`src/rtl/uart_rx_read.sv`:
```
// 8N1 UART receiver: mid-bit sampling deserialiser feeding a first-word-fall-through
// FIFO with valid/ready output, plus one-cycle framing-error and overrun pulses.
module uart_rx_read #(
    parameter int DATA_WIDTH   = 8,
    parameter int BAUDRATE     = 9600,
    parameter int CLK_FREQ_MHZ = 125,
    parameter int FIFO_AW      = 4
) (
    input  logic                  clk,
    input  logic                  rst,
    input  logic                  rx,
    output logic                  valid_out,
    input  logic                  ready_out,
    output logic [DATA_WIDTH-1:0] rx_data,
    output logic                  frame_err,
    output logic                  overrun,
    output logic [FIFO_AW:0]      fifo_count
);

    localparam int CPB   = (CLK_FREQ_MHZ * 1_000_000) / BAUDRATE;
    localparam int HALF  = CPB / 2;
    localparam int DEPTH = 2 ** FIFO_AW;
    localparam int CNT_W = $clog2(CPB + 1);
    localparam int IDX_W = (DATA_WIDTH > 1) ? $clog2(DATA_WIDTH) : 1;

    localparam logic [CNT_W-1:0] HALF_M1 = CNT_W'(HALF - 1);
    localparam logic [CNT_W-1:0] CPB_M1  = CNT_W'(CPB - 1);
    localparam logic [IDX_W-1:0] IDX_LAST = IDX_W'(DATA_WIDTH - 1);

    typedef enum logic [2:0] {
        S_IDLE,
        S_START,
        S_DATA,
        S_STOP,
        S_BREAK
    } state_t;

    state_t                  state_q, state_d;
    logic [CNT_W-1:0]        cnt_q, cnt_d;
    logic [IDX_W-1:0]        idx_q, idx_d;
    logic [DATA_WIDTH-1:0]   shift_q, shift_d;
    logic                    rx_meta_q, rx_s_q, rx_prev_q;
    logic                    ferr_q, ferr_d;
    logic                    ovr_q, ovr_d;
    logic                    push;
    logic                    pop;
    logic                    push_ok;
    logic                    fall;
    logic [FIFO_AW:0]        wptr_q, rptr_q;
    logic [FIFO_AW:0]        count;
    logic [DATA_WIDTH-1:0]   mem_q [DEPTH];

    // Synchroniser and edge-detect flops idle high so reset never fakes a start edge.
    always_ff @(posedge clk or posedge rst) begin
        if (rst) begin
            rx_meta_q <= 1'b1;
            rx_s_q    <= 1'b1;
            rx_prev_q <= 1'b1;
        end else begin
            rx_meta_q <= rx;
            rx_s_q    <= rx_meta_q;
            rx_prev_q <= rx_s_q;
        end
    end

    assign fall = rx_prev_q & ~rx_s_q;

    assign count      = wptr_q - rptr_q;
    assign valid_out  = (count != '0);
    assign pop        = valid_out & ready_out;
    assign push_ok    = ~count[FIFO_AW] | pop;
    assign fifo_count = count;
    assign rx_data    = valid_out ? mem_q[rptr_q[FIFO_AW-1:0]] : '0;
    assign frame_err  = ferr_q;
    assign overrun    = ovr_q;

    always_comb begin
        state_d = state_q;
        cnt_d   = cnt_q + CNT_W'(1);
        idx_d   = idx_q;
        shift_d = shift_q;
        push    = 1'b0;
        ferr_d  = 1'b0;
        ovr_d   = 1'b0;
        case (state_q)
            S_IDLE: begin
                cnt_d = '0;
                if (fall) state_d = S_START;
            end
            S_START: begin
                if (cnt_q == HALF_M1) begin
                    cnt_d   = '0;
                    idx_d   = '0;
                    state_d = rx_s_q ? S_IDLE : S_DATA;
                end
            end
            S_DATA: begin
                if (cnt_q == CPB_M1) begin
                    cnt_d           = '0;
                    shift_d[idx_q]  = rx_s_q;
                    idx_d           = idx_q + IDX_W'(1);
                    if (idx_q == IDX_LAST) state_d = S_STOP;
                end
            end
            S_STOP: begin
                if (cnt_q == CPB_M1) begin
                    cnt_d = '0;
                    if (rx_s_q) begin
                        state_d = S_IDLE;
                        if (push_ok) push  = 1'b1;
                        else         ovr_d = 1'b1;
                    end else begin
                        state_d = S_BREAK;
                        ferr_d  = 1'b1;
                    end
                end
            end
            S_BREAK: begin
                cnt_d = '0;
                if (rx_s_q) state_d = S_IDLE;
            end
            default: begin
                state_d = S_IDLE;
                cnt_d   = '0;
            end
        endcase
    end

    always_ff @(posedge clk or posedge rst) begin
        if (rst) begin
            state_q <= S_IDLE;
            cnt_q   <= '0;
            idx_q   <= '0;
            shift_q <= '0;
            ferr_q  <= 1'b0;
            ovr_q   <= 1'b0;
            wptr_q  <= '0;
            rptr_q  <= '0;
        end else begin
            state_q <= state_d;
            cnt_q   <= cnt_d;
            idx_q   <= idx_d;
            shift_q <= shift_d;
            ferr_q  <= ferr_d;
            ovr_q   <= ovr_d;
            if (push) wptr_q <= wptr_q + (FIFO_AW+1)'(1);
            if (pop)  rptr_q <= rptr_q + (FIFO_AW+1)'(1);
        end
    end

    // Storage carries no reset; rx_data is masked while the FIFO is empty.
    always_ff @(posedge clk) begin
        if (push) mem_q[wptr_q[FIFO_AW-1:0]] <= shift_q;
    end

endmodule

```
`config.mk`:
```
export PLATFORM = sky130hd
export DESIGN_NAME = uart_rx_read
export DESIGN_NICKNAME = d
export VERILOG_FILES = /design/src/rtl/uart_rx_read.sv
export SDC_FILE = /design/constraint.sdc
export NUM_CORES = 1
export LEC_CHECK = 0
export CAP_MARGIN = 20
export CORE_UTILIZATION = 35
export DETAILED_ROUTE_END_ITERATION = 12
export PLACE_DENSITY = 0.48
export SLEW_MARGIN = 20
export SYNTH_ARGS = -nofsm -noshare
export SYNTH_HDL_FRONTEND = slang
export SYNTH_SLANG_ARGS = --single-unit
```
`constraint.sdc`:
```
create_clock -name clk -period 3.6 [get_ports clk]
set_input_delay 0.72 -clock clk [delete_from_list [all_inputs] [get_ports clk]]
set_output_delay 0.72 -clock clk [all_outputs]
set_load 0.02 [all_outputs]
```
=== Word level (Yosys, flattened, before mapping) ===
Memory sizes are Yosys's and may differ from the RTL's.
Cells that the tools add are included.

* Register bits: 43
* RAM bits: 128
* Input bits: 4
* Memories: 1

{| class="wikitable"
|+ Memory list
! name !! depth !! bits a word !! rd ports !! clocked after memory_dff !! write ports !! line !! text
|-
| mem_q || 16 || 8 || 1 || 0 || 1 || 51 || <nowiki>logic [DATA_WIDTH-1:0] mem_q [DEPTH];</nowiki>
|}

* $add $sub $neg: 5
* $lt $le $gt $ge: 2
* Equal/unequal tests: 13
* Mux-type cells: 32
* Bitwise logic cells: 5
* Reductions and logical operators: 8

{| class="wikitable"
|+ Operators with widths
! cell !! count
|-
| $mux 14 || 2
|-
| $pmux 14 s2 || 1
|-
| $mux 3 || 9
|-
| $pmux 3 s5 || 1
|-
| $add 14x1->14 const B || 1
|-
| $eq 14x13->1 const B || 1
|-
| $eq 14x14->1 const B || 1
|-
| $mux 1 || 14
|-
| $ne 2x2->1 const B || 6
|-
| $add 5x1->5 const B || 2
|-
| $bwmux 8 || 1
|-
| $mux 8 || 1
|-
| $eq 3x2->1 const B || 2
|-
| $eq 3x3->1 const B || 2
|-
| $pmux 3 s2 || 1
|-
| $reduce_and 6->1 || 1
|-
| $reduce_bool 5->1 || 1
|-
| $sub 5x5->5 || 1
|-
| $lt 3x4->1 const B || 1
|-
| $add 3x1->3 const B || 1
|-
| $demux 1 s3 || 1
|-
| $eq 3x1->1 const B || 1
|-
| $ge 3x1->1 const B || 1
|-
| $logic_not 3->1 || 1
|-
| other kinds (9) || 11
|}

=== Longest topological paths before layout ===
* Depth in word-level cells: 10
* Mapped depth: 9

=== Worst setup path after synthesis ===
OpenSTA, ideal clock, no wires.

* Path type: register to output
* Start: reg rptr_q[1]
* End: out valid_out
* Arrival time: 2,874 ps
* Required time: 2,880 ps
* Path slack: 6 ps
* Cell stages (with the launch flop): 9
* Path buffers: 2
* Path through: dfrtp_1 > clkbuf_1 > clkbuf_1 > inv_1 > fa_1 > xor2_1 > or3_1 > nor3_1 > inv_1

* Longest elaborated chain between the ends: 2

{| class="wikitable"
|+ RTL lines
! item !! line !! text
|-
| start: declaration || 49 || <nowiki>logic [FIFO_AW:0] wptr_q, rptr_q;</nowiki>
|-
| start signal: assignment || 147 || <nowiki>if (pop) rptr_q <= rptr_q + (FIFO_AW+1)'(1);</nowiki>
|-
| $sub 5x5->5 || 68 || <nowiki>assign count = wptr_q - rptr_q;</nowiki>
|-
| named net fifo_count[2] || 17 || <nowiki>output logic [FIFO_AW:0] fifo_count</nowiki>
|-
| $reduce_bool 5->1 || 69 || <nowiki>assign valid_out = (count != '0);</nowiki>
|-
| end: declaration || 12 || <nowiki>output logic valid_out,</nowiki>
|}

The timed path passes the listed nets, and every way through them passes these cells.

=== Final worst setup path ===
* Start: reg wptr_q[0]
* End: out rx_data[3]

* Longest elaborated chain between the ends: 3

{| class="wikitable"
|+ RTL lines
! item !! line !! text
|-
| start: declaration || 49 ||
|-
| start signal: assignment || 146 || <nowiki>if (push) wptr_q <= wptr_q + (FIFO_AW+1)'(1);</nowiki>
|-
| $sub 5x5->5 || 68 ||
|-
| $reduce_bool 5->1 || 69 ||
|-
| $mux 8 || 73 || <nowiki>assign rx_data = valid_out ? mem_q[rptr_q[FIFO_AW-1:0]] : '0;</nowiki>
|-
| end: declaration || 14 || <nowiki>output logic [DATA_WIDTH-1:0] rx_data,</nowiki>
|}

Every way passes these cells.

==> flow_metrics.py <==
metrics = {
    "min_path": {
        "hp-start": "rx_meta_q",
        "holdCritPathClass": "reg -> reg",
    },
    "grt": {
        "antenna_found_initial": 0,
        "grt_usage_pct": 14.61,
        "grt_pass1_vias": 3880,
        "grt_max_degree": 44,
        "grt_pass1_wl_um": 22950,
        "grt_overflow_total": 0,
    },
    "synth": {
        "synth_area_mm2": 0.007249,
        "synth_cell_types": 45,
        "ys_ff_latch": 171,
        "ys_seq_area_share_pct": 67.92,
        "synthArstFlopShare_pct": 25.15,
        "synth_edf_count": 128,
        "yosys.area.top_type": "edfxtp_1",
        "synth_area_per_cell_um2": 17.30,
        "ys.warnings.count": 0,
        "synth_top_area_share_pct": 53.02,
        "netlist_instances": 419,
        "ys.flop_type": "edfxtp_1",
        "yosys-top-cells-area": "edfxtp_1 53%, dfrtp_1 14%, mux4_2 12%",
        "syn_nets": 437,
    },
    "floorplanning": {
        "die_area_mm2": 0.02129,
        "initial_core_util_pct": 35.71,
        "row_count": 52,
        "io_pins": 20,
        "core_mm2": 0.02030,
        "dieHeight_um": 145.9,
        "dieWidth_um": 145.9,
    },
    "worst_setup_path": {
        "worstPathMaxFanout": 5,
        "arrival_ns": 2.73,
        "end_kind": "output port",
        "crit_slowest_cell": "dfrtp_1",
        "timing.rr.start": "cnt_q[0]",
        "crit_chain": "inv_2, ha_1, inv_1, fa_2, xor2_1, or3_4, nor3_4, buf_6, nor2b_1, clkdlybuf4s15_1",
        "critPathKind": "reg -> out",
        "max_stage_delay_ns": 0.39,
        "cp-startpoint": "wptr_q[0]",
        "start_kind": "register",
        "reg2reg_setup_slack_ns": 0.54,
        "crit_required_ns": 2.88,
    },
    "power": {
        "peakVddDrop_uv": 288.8,
        "powerDensity_mw_per_mm2": 625.6,
        "leakagePower_nw": 3.289,
    },
    "cts": {
        "cts.clk_slew.worst_paths_ns": 0.07,
        "cts_root_buf": "clkbuf_16",
        "hold_buffers": 0,
        "cts_sinks": 171,
        "h-tree-depth": 4,
        "tritoncts": "yes",
        "insertion_delay_ns": 0.43,
        "cts_buffer_depth": 2,
        "cts_inserted_buffers": 17,
    },
    "sta": {
        "max_slew_margin_pct": 36.38,
        "finalCritPeriodShare_pct": 95.88,
        "hold_viol": 0,
        "fmax_mhz": 289.7,
        "fin_crit_ns": 3.452,
        "fin_tns_setup_ns": 0,
        "slew_violations": 0,
        "setup_viol_count_final": 0,
        "clock_skew_ns": 0.007282,
        "rsz0062_at_grt": "false",
        "setup_ws_ns": 0.1483,
        "tightest_slew_ns": 0.9543,
    },
    "final_layout": {
        "fillerInstances": 1835,
        "nets": 470,
        "mostFrequentLayoutCells": "128 x edfxtp_1, 40 x mux4_2, 39 x dfrtp_1",
        "regArea_mm2": 0.004925,
        "multi_input_area_mm2": 0.002241,
        "antennaDiodeCount": 0,
        "layout_commonest_cell": "edfxtp_1",
        "syn_to_final_growth_pct": 16.90,
        "design_area_mm2": 0.008474,
        "drive_gt1_share_pct": 25.38,
    },
    "detailed_routing": {
        "dr_total_vias": 3659,
        "routed_wl_um": 13910,
        "first_iter_violations": 207,
        "ant_nets": 0,
        "wire_per_inst_um": 18.92,
        "via_per_inst": 4.978,
        "drtPass1Iterations": 4,
        "drc_errors": 0,
    },
    "flow_run": {
        "maxCapViolCount": 0,
    },
    "placement": {
        "place_ws_ns": 0.09637,
        "port_buffers": 19,
        "place_hpwl_um": 9528,
        "place_congestion": 0.7362,
        "placed_cell_area_mm2": 0.007794,
    },
    "status": {
        "outcome": "finished clean",
    },
}
==> kinds of logic after synthesis <==
| logic type | share of synthesized area [%] |
|---|---|
| buffers and inverters | 1.467 |
| DFF | 67.92 |
| adders and majority gates | 2.520 |
| xor gates and xnor gates | 2.779 |
| and+or+nand+nor | 9.458 |
| muxes | 14.29 |
| AOI/OAI and AO/OA | 1.571 |
==> power breakdown <==
group | total (mW) | switching, mW | internal, mW
Sequential | 2.24 | 0.0801 | 2.16
Combinational | 1.11 | 0.615 | 0.490
Clock | 1.96 | 0.782 | 1.18
Total | 5.30 | 1.48 | 3.82
==> path summary, 6_finish.rpt <==
path	endpoint	cells past startpoint
min reg2reg	rx_s_q	0
max	rx_data[3]	10
min	rx_s_q	0
max in group asynchronous	rptr_q[0]	2
max reg2reg	mem_q[11][2]	7
min in group asynchronous	rptr_q[4]	2
==> synth_stat cells, types with 4 or more instances <==
master,instances
edfxtp_1,128
dfrtp_1,40
mux4_2,40
nor2_1,21
and2_1,17
nand2_1,16
ha_1,13
xor2_1,12
nor2b_1,11
xnor2_1,11
clkbuf_1,10
inv_1,10
mux2_2,10
nor3_1,8
nand3_1,6
a21oi_1,5
nand4b_1,5
nor4_1,5
and3_1,4
buf_2,4
nor4b_1,4
==> worst max-delay path: cells and delay by family, from the launching register on <==
| kind | cells | cell delay, ns |
|---|---|---|
| buffers and inverters | 4 | 0.59 |
| adder cells (fa/ha/maj) | 2 | 0.51 |
| flip-flops | 1 | 0.39 |
| XOR/XNOR | 1 | 0.18 |
| AND/OR/NAND/NOR | 3 | 0.63 |
==> what timing repair did <==
item | in CTS | in global routing
buffers inserted | 1 | 0
setup endpoints to repair | 9 | 10
resized for setup | 31 | 6
gates cloned | 1 | 0
pin swaps | 1 | 1
==> flip-flops by register name (all words and copies together), names as in the netlist <==
register   flops
cnt_q         14
frame_err      1
idx_q          3
mem_q        128
overrun        1
rptr_q         5
rx_meta_q      1
rx_prev_q      1
rx_s_q         1
shift_q        8
state_q        3
wptr_q         5
==> layout make-up <==
cell class                      count  share of cell area, %
Clock buffer                       17                  5.020
Clock inverter                     15                  2.510
Inverter                           11                 0.5168
Multi-Input combinational cell    221                  26.44
Sequential cell                   171                  58.11
Tap cell                          270                  3.986
Timing Repair Buffer               30                  3.411
==> routing by layer <==
| layer | wire [µm] | track usage, % |
|---|---|---|
| met5 | 0 | 0 |
| met1 | 6444 | 19.35 |
| met3 | 345 | 3.793 |
| met4 | 210 | 5.053 |
| met2 | 6907 | 23.35 |
==> through the flow <==
step           hold WS [ns]  util, %  power (mW)  cells
2_1_floorplan        0.3452        -       3.011    419
3_3_place_gp         0.3463    38.39       3.372    701
3_5_place_dp         0.3476    38.39       3.377    701
4_1_cts              0.3574    41.76       5.383    735
5_1_grt              0.3698    41.75       5.570    735
6_report             0.3562    41.75       5.302    735
Note: power is estimated with default switching activity, not from simulation.
